## src/rtl/lc3b_types.sv

```systemverilog
// Shared LC-3b datapath types plus the line-fill additions (tag, fill FSM
// states, words per line).
package lc3b_types;
  typedef logic [15:0]  lc3b_word;
  typedef logic [127:0] lc3b_line;
  typedef logic [2:0]   lc3b_c_offset;
  typedef logic [11:0]  lc3b_line_tag;

  localparam int LINE_WORDS = 8;

  typedef enum logic [1:0] {
    IDLE,
    BURST,
    DONE
  } fill_state;
endpackage

```

## src/rtl/word_insert.sv

```systemverilog
// Replaces one 16-bit slot of a cache line; write-side dual of word select.
module word_insert
  import lc3b_types::*;
(
  input  lc3b_line     line,
  input  lc3b_c_offset offset,
  input  lc3b_word     word,
  output lc3b_line     merged
);

  for (genvar gi = 0; gi < LINE_WORDS; gi++) begin : g_slot
    localparam lc3b_c_offset SLOT = lc3b_c_offset'(gi);
    assign merged[16*gi +: 16] = (offset == SLOT) ? word : line[16*gi +: 16];
  end

endmodule

```

## src/rtl/line_fill_buffer.sv

```systemverilog
// Builds a 128-bit line from eight 16-bit memory beats, critical word first
// with wrap-around, and forwards the requested word as soon as it arrives.
module line_fill_buffer
  import lc3b_types::*;
#(
  parameter int CRIT_FIRST = 1
) (
  input  logic         clk,
  input  logic         reset,
  input  logic         fill_req,
  input  lc3b_word     fill_addr,
  output logic         fill_busy,
  output logic         crit_valid,
  output lc3b_word     crit_word,
  output logic         line_valid,
  output logic         line_ready,
  output lc3b_line     line,
  output lc3b_line_tag line_tag,
  output logic         mem_read,
  output lc3b_word     mem_address,
  input  lc3b_word     mem_rdata,
  input  logic         mem_resp
);

  fill_state    state_reg, state_next;
  lc3b_c_offset start_reg, start_next;
  lc3b_c_offset cnt_reg, cnt_next;
  lc3b_line_tag tag_reg, tag_next;
  lc3b_line     line_reg, line_next;
  lc3b_line     merged;
  lc3b_word     crit_word_reg, crit_word_next;
  logic         mem_read_reg, mem_read_next;
  logic         crit_valid_reg, crit_valid_next;
  logic         line_ready_reg, line_ready_next;
  lc3b_c_offset word_idx;
  logic         unused_addr_lsb;

  // Byte-address bit 0 never selects a word.
  assign unused_addr_lsb = fill_addr[0];

  // 3-bit add gives the mod-8 wrap for free.
  assign word_idx = start_reg + cnt_reg;

  word_insert u_insert (
    .line   (line_reg),
    .offset (word_idx),
    .word   (mem_rdata),
    .merged (merged)
  );

  always_ff @(posedge clk or posedge reset) begin
    if (reset) begin
      state_reg      <= IDLE;
      start_reg      <= '0;
      cnt_reg        <= '0;
      tag_reg        <= '0;
      line_reg       <= '0;
      crit_word_reg  <= '0;
      mem_read_reg   <= 1'b0;
      crit_valid_reg <= 1'b0;
      line_ready_reg <= 1'b0;
    end else begin
      state_reg      <= state_next;
      start_reg      <= start_next;
      cnt_reg        <= cnt_next;
      tag_reg        <= tag_next;
      line_reg       <= line_next;
      crit_word_reg  <= crit_word_next;
      mem_read_reg   <= mem_read_next;
      crit_valid_reg <= crit_valid_next;
      line_ready_reg <= line_ready_next;
    end
  end

  always_comb begin
    state_next      = state_reg;
    start_next      = start_reg;
    cnt_next        = cnt_reg;
    tag_next        = tag_reg;
    line_next       = line_reg;
    crit_word_next  = crit_word_reg;
    mem_read_next   = mem_read_reg;
    crit_valid_next = 1'b0;
    line_ready_next = line_ready_reg;

    case (state_reg)
      IDLE: begin
        if (fill_req) begin
          tag_next        = fill_addr[15:4];
          start_next      = (CRIT_FIRST != 0) ? fill_addr[3:1] : '0;
          cnt_next        = '0;
          line_ready_next = 1'b0;
          mem_read_next   = 1'b1;
          state_next      = BURST;
        end
      end
      BURST: begin
        if (mem_resp) begin
          line_next = merged;
          cnt_next  = cnt_reg + 3'd1;
          if (cnt_reg == '0) begin
            crit_valid_next = 1'b1;
            crit_word_next  = mem_rdata;
          end
          // Last beat: line_ready rises together with the DONE pulse.
          if (cnt_reg == 3'(LINE_WORDS - 1)) begin
            mem_read_next   = 1'b0;
            line_ready_next = 1'b1;
            state_next      = DONE;
          end
        end
      end
      DONE: begin
        state_next = IDLE;
      end
      default: begin
        state_next = IDLE;
      end
    endcase
  end

  assign fill_busy   = (state_reg != IDLE);
  assign line_valid  = (state_reg == DONE);
  assign line_ready  = line_ready_reg;
  assign crit_valid  = crit_valid_reg;
  assign crit_word   = crit_word_reg;
  assign line        = line_reg;
  assign line_tag    = tag_reg;
  assign mem_read    = mem_read_reg;
  assign mem_address = {tag_reg, word_idx, 1'b0};

endmodule

```

## config.mk

```make
export PLATFORM = sky130hd
export DESIGN_NAME = line_fill_buffer
export DESIGN_NICKNAME = d
export VERILOG_FILES = /design/src/rtl/lc3b_types.sv /design/src/rtl/word_insert.sv /design/src/rtl/line_fill_buffer.sv
export SDC_FILE = /design/constraint.sdc
export NUM_CORES = 1
export LEC_CHECK = 0
export ABC_AREA = 1
export CORE_MARGIN = 5
export CORE_UTILIZATION = 42
export DETAILED_ROUTE_END_ITERATION = 8
export PLACE_DENSITY_LB_ADDON = 0.05
export SYNTH_ARGS = -nofsm -noshare
export SYNTH_HDL_FRONTEND = slang
export SYNTH_SLANG_ARGS = --single-unit
```

## constraint.sdc

```tcl
create_clock -name clk -period 5.7 [get_ports clk]
set_input_delay 1.14 -clock clk [delete_from_list [all_inputs] [get_ports clk]]
set_output_delay 1.14 -clock clk [all_outputs]
set_load 0.02 [all_outputs]
```

# Word level (Yosys, flattened, before mapping)
# Cells that the tools add are included.
[totals]
input_bits = 36
ff_bits = 167
out_inout_bits = 177
elab_cells = 67
[classes]
addsub = 2
eq_ne = 13
reduce_logical = 18
muxes = 18
[op_table]
columns = ["cell", "count"]
rows = [
  ["3-bit AND reduction", 11],
  ["3-bit == test, second input constant", 5],
  ["1-bit two-way mux", 9],
  ["3-bit by 2-bit == test with 1-bit output, second input constant", 2],
  ["3-bit logical NOT", 2],
  ["2-bit two-way mux", 3],
  ["3-bit two-way mux", 2],
  ["2-bit != test, second input constant", 3],
  ["3-bit one-hot mux with 2 select lines", 1],
  ["1-bit one-hot mux with 2 select lines", 2],
  ["2-bit one-hot mux with 2 select lines", 1],
  ["4-bit AND reduction", 1],
  ["2-bit nonzero test", 2],
  ["3-bit by 1-bit adder with 3-bit output, second input constant", 1],
  ["3-bit adder", 1],
  ["3-bit by 1-bit == test with 1-bit output, second input constant", 1],
  ["2-bit by 1-bit == test with 1-bit output, second input constant", 1],
  ["2-bit == test, second input constant", 1],
  ["2-bit logical NOT", 1],
  ["2-bit AND reduction", 1],
]

# Longest topological paths before layout
[logic_depth]
word_depth = 4
ltp_mapped = 10
mapped_depth_nobuf = 9

# Hierarchy
# Synthesis repeated with hierarchy kept, for this count alone.
[hier_totals]
cells_unflattened = 1194
area_unflattened_um2 = 8866.0
[modules_own_cells]
columns = ["mod", "seq_area_each_um2", "cells_each", "instances", "area_each_um2"]
rows = [
  ["line_fill_buffer", 4179.0, 738, 1, 6581.3],
  ["word_insert", 0.0, 456, 1, 2284.7],
]

# Worst setup path after synthesis
# Ideal clock, no wire load.
[synth_path]
path_type = "reg2out"
from = "register cnt_reg[0]"
to = "output mem_address[3]"
arrival_ps = 1691
path_buffers = 2
path_stages_with_launch = 9
slack_ps = 2869
required_time_ps = 4560
cell_sequence = "dfrtp_1 -> ha_1 -> inv_1 -> fa_1 -> inv_1 -> nand3_1 -> nand2_1 -> buf_2 -> buf_2"
[synth_between]
elab_chain_len = 1
[synth_rtl]
columns = ["element", "line_no", "source"]
rows = [
  ["from (decl)", "line_fill_buffer.sv:27", "lc3b_c_offset cnt_reg, cnt_next;"],
  ["from (signal assigned)", "line_fill_buffer.sv:65", "cnt_reg <= cnt_next;"],
  ["3-bit adder", "line_fill_buffer.sv:42", "assign word_idx = start_reg + cnt_reg;"],
  ["to (decl)", "line_fill_buffer.sv:20", "output lc3b_word mem_address,"],
]
# No other way between the ends.

# Worst setup path in the final report
# Ends and elaborated chain as after synthesis.

==> impl_metrics.toml <==
[worst_hold_path]
min_delay_worst_endpoint = "line[0]"
whs_path_depth = 2
min_from = "line[0]"
hp-class = "register to register"

[finish]
fill_cells = 1374
antenna_cells = 0
nNetsFinal = 986
largest_reg_flops = 128
drive_gt1_share_pct = 5.54
final_cell_area_um2 = 9540
area_growth_pct = 39.0

[drt]
drtAntennaViolNets = 0
wl_per_cell_um = 18.1
num_vias = 5898
first_pass_iters = 5
dr.first_iter.drc_count = 458
drcViolationCount = 0
viasPerCell = 5.03
finalWirelength_um = 21200

[clock_tree]
cts_setup_buffers = 0
cts_buffers = 17
htreeDepth = 4
clock_path_buffers = 2
clock-sinks = 167
hold_buffers = 0
clk-insertion-delay-late_ns = 0.42
clk_pin_slew_ns = 0.06
cts.repair.resized = 0
cts_root_buf = "clkbuf_16"
cts_tree = "built"

[synth]
synth_cell_types = 21
synth_seq_cells = 167
synth_cells = 777
ys_seq_area_share_pct = 60.9
yosysWarnings = 0
synth_top_area_cell = "dfrtp_1"
syn_nets = 818
synth_area_um2 = 6860
syn_avg_cell_area_um2 = 8.83
synth_flop_cell = "dfrtp_1"
synthTopCellsByArea = "dfrtp_1 (61%), nand2_1 (19%), nand3_1 (9.7%)"
post-synth-top-count-cell = "nand2_1"
synth_common_cells = "nand2_1 (348), dfrtp_1 (167), nand3_1 (133), buf_2 (30), clkbuf_1 (24)"
async_reset_ff_share_pct = 100
synth_edf_count = 0
synth_top_area_share_pct = 60.9

[worst_setup_path]
cp-start-kind = "register"
cp_data_arrival_time_ns = 2.41
r2r-start = "cnt_reg[0]"
crit_path_cell_trace = "ha_1, inv_1, fa_1, inv_1, nand3_1, nand2_2, clkdlybuf4s50_1"
rrSetupSlack_ns = 2.67
cp_max_fo = 5
r2r_cells = 9
crit_path_end_kind = "output port"
crit_type = "register to output port"
r2r_end = "line[22]"
cp.required_ns = 4.56
max_stage_delay_ns = 0.67
critPathSlowestCell = "clkdlybuf4s50_1"
cp_common_cell = "inv_1"

[sta]
maxSlewViolCount = 0
tns_ns = 0
rsz0062_at_grt = "false"
fin_crit_ns = 3.55
worst_slew_pin_slew_ns = 0.808
period_share_pct = 62.4
max-slew-margin-rel_pct = 46.0
fin_skew_ns = 0.00779
setup_viol_count_final = 0
hold_violations = 0
timing.fmax_ghz = 0.281

[placed_design]
post-dp-hpwl_um = 14200
place.gp.congestion = 0.800
place_area_um2 = 8950
port-buffer-count = 210

[pwr]
combPwrFrac_pct = 51.6
seq_power_share_pct = 31.2
switchingPower_mw = 2.83
p_leak_nw = 4.72
power_frac_clock_pct = 17.2
p_per_area_nw_per_um2 = 688
p_sw_share_pct = 43.1
report.power.total_mw = 6.56
intPower_mw = 3.73
peakVddDrop_v = 0.000283

[floorplan]
core_area_um2 = 15900
die_area_um2 = 19000
rows = 46
pin_count = 213
die_h_um = 138
die_w_um = 138
initial_utilization_pct = 43.0

[global_route]
grt_remaining_overflow = 0
grt_max_degree = 88
antenna_found_initial = 0
grt_pass1_wl_um = 32200
grt_usage_pct = 22.6
grt_pass1_vias = 5843

[status]
status = "complete, no violations"

[flow_run]
maxCapViolations = 0
==> metrics by stage <==
step	cells	utilization, %	hold slack [ns]	setup slack, ns
2_1_floorplan	777	-	0.455	0.0416
3_3_place_gp	1142	56.2	0.453	2.29
3_5_place_dp	1142	56.2	0.458	2.25
4_1_cts	1173	59.8	0.473	2.13
5_1_grt	1173	59.8	0.490	1.95
6_report	1173	59.8	0.470	2.15
==> routing by layer <==
layer / up-vias / global-route usage [%] / wire length, um
met1: 2832 / 30.3 / 8760
met4: 0 / 8.23 / 571
li1: 2786 / - / -
met3: 39 / 6.36 / 1890
met2: 241 / 35.3 / 9950
met5: - / 0 / 0
==> cell type report <==
cell class	instances	area [um^2]	area share [%]
sequential	167	4180	43.8
inverter	15	61.3	0.643
timing repair buffer	218	2160	22.7
tap	216	270	2.83
clock buffer	20	457	4.79
clock inverter	11	125	1.31
multi-input combinational	526	2280	23.9
==> critical path, delay by kind of cell (launching register included) <==
family | cells | cell delay (ns)
adder cells (fa/ha/maj) | 2 | 0.58
buffers and inverters | 3 | 0.81
flip-flops | 1 | 0.43
AND/OR/NAND/NOR | 2 | 0.20
==> kinds of logic (layout without fill, tap and decap cells) <==
kind of cell | Yosys count | count (layout) | share of synthesized area [%]
buf+inv | 84 | 264 | 5.91
compound gates | 23 | 23 | 1.68
fa+ha+maj | 5 | 5 | 1.02
other cells | 1 | 1 | 0.0547
simple gates | 497 | 497 | 30.4
flops | 167 | 167 | 60.9
==> layout by cell type, fill, tap and decap left out, types with 3 or more instances in the layout <==
master           synthesis  layout
inv_1                   13      12
o21ai_0                 22      22
nand2_1                348     346
clkbuf_16                0      17
clkdlybuf4s50_1          0     210
nand2_2                  4       6
nand3_1                133     133
nand4_1                  3       3
ha_1                     4       4
clkinv_4                 0       3
nor2_2                   4       4
clkinv_2                 0       3
dfrtp_1                167     167
buf_4                   14       8
==> power by group through the flow <==
stage	logic [mW]	clock network [mW]	registers (mW)
after detailed placement	3.41	0	2.06
after global routing	3.68	1.20	2.11
after floorplan	1.37	0	2.62
final	3.39	1.13	2.05
after CTS	3.42	1.15	2.05
after global placement	3.35	0	2.04
==> worst max-delay path by stage <==
stage / to / from
after global routing: mem_address[3] / cnt_reg[0]
after floorplan: cnt_reg[0] / reset
after global placement: line[16] / mem_resp
final: mem_address[3] / cnt_reg[0]
after CTS: mem_address[3] / cnt_reg[0]
after detailed placement: line[22] / mem_resp
Note: power is estimated with default switching activity, not from simulation.
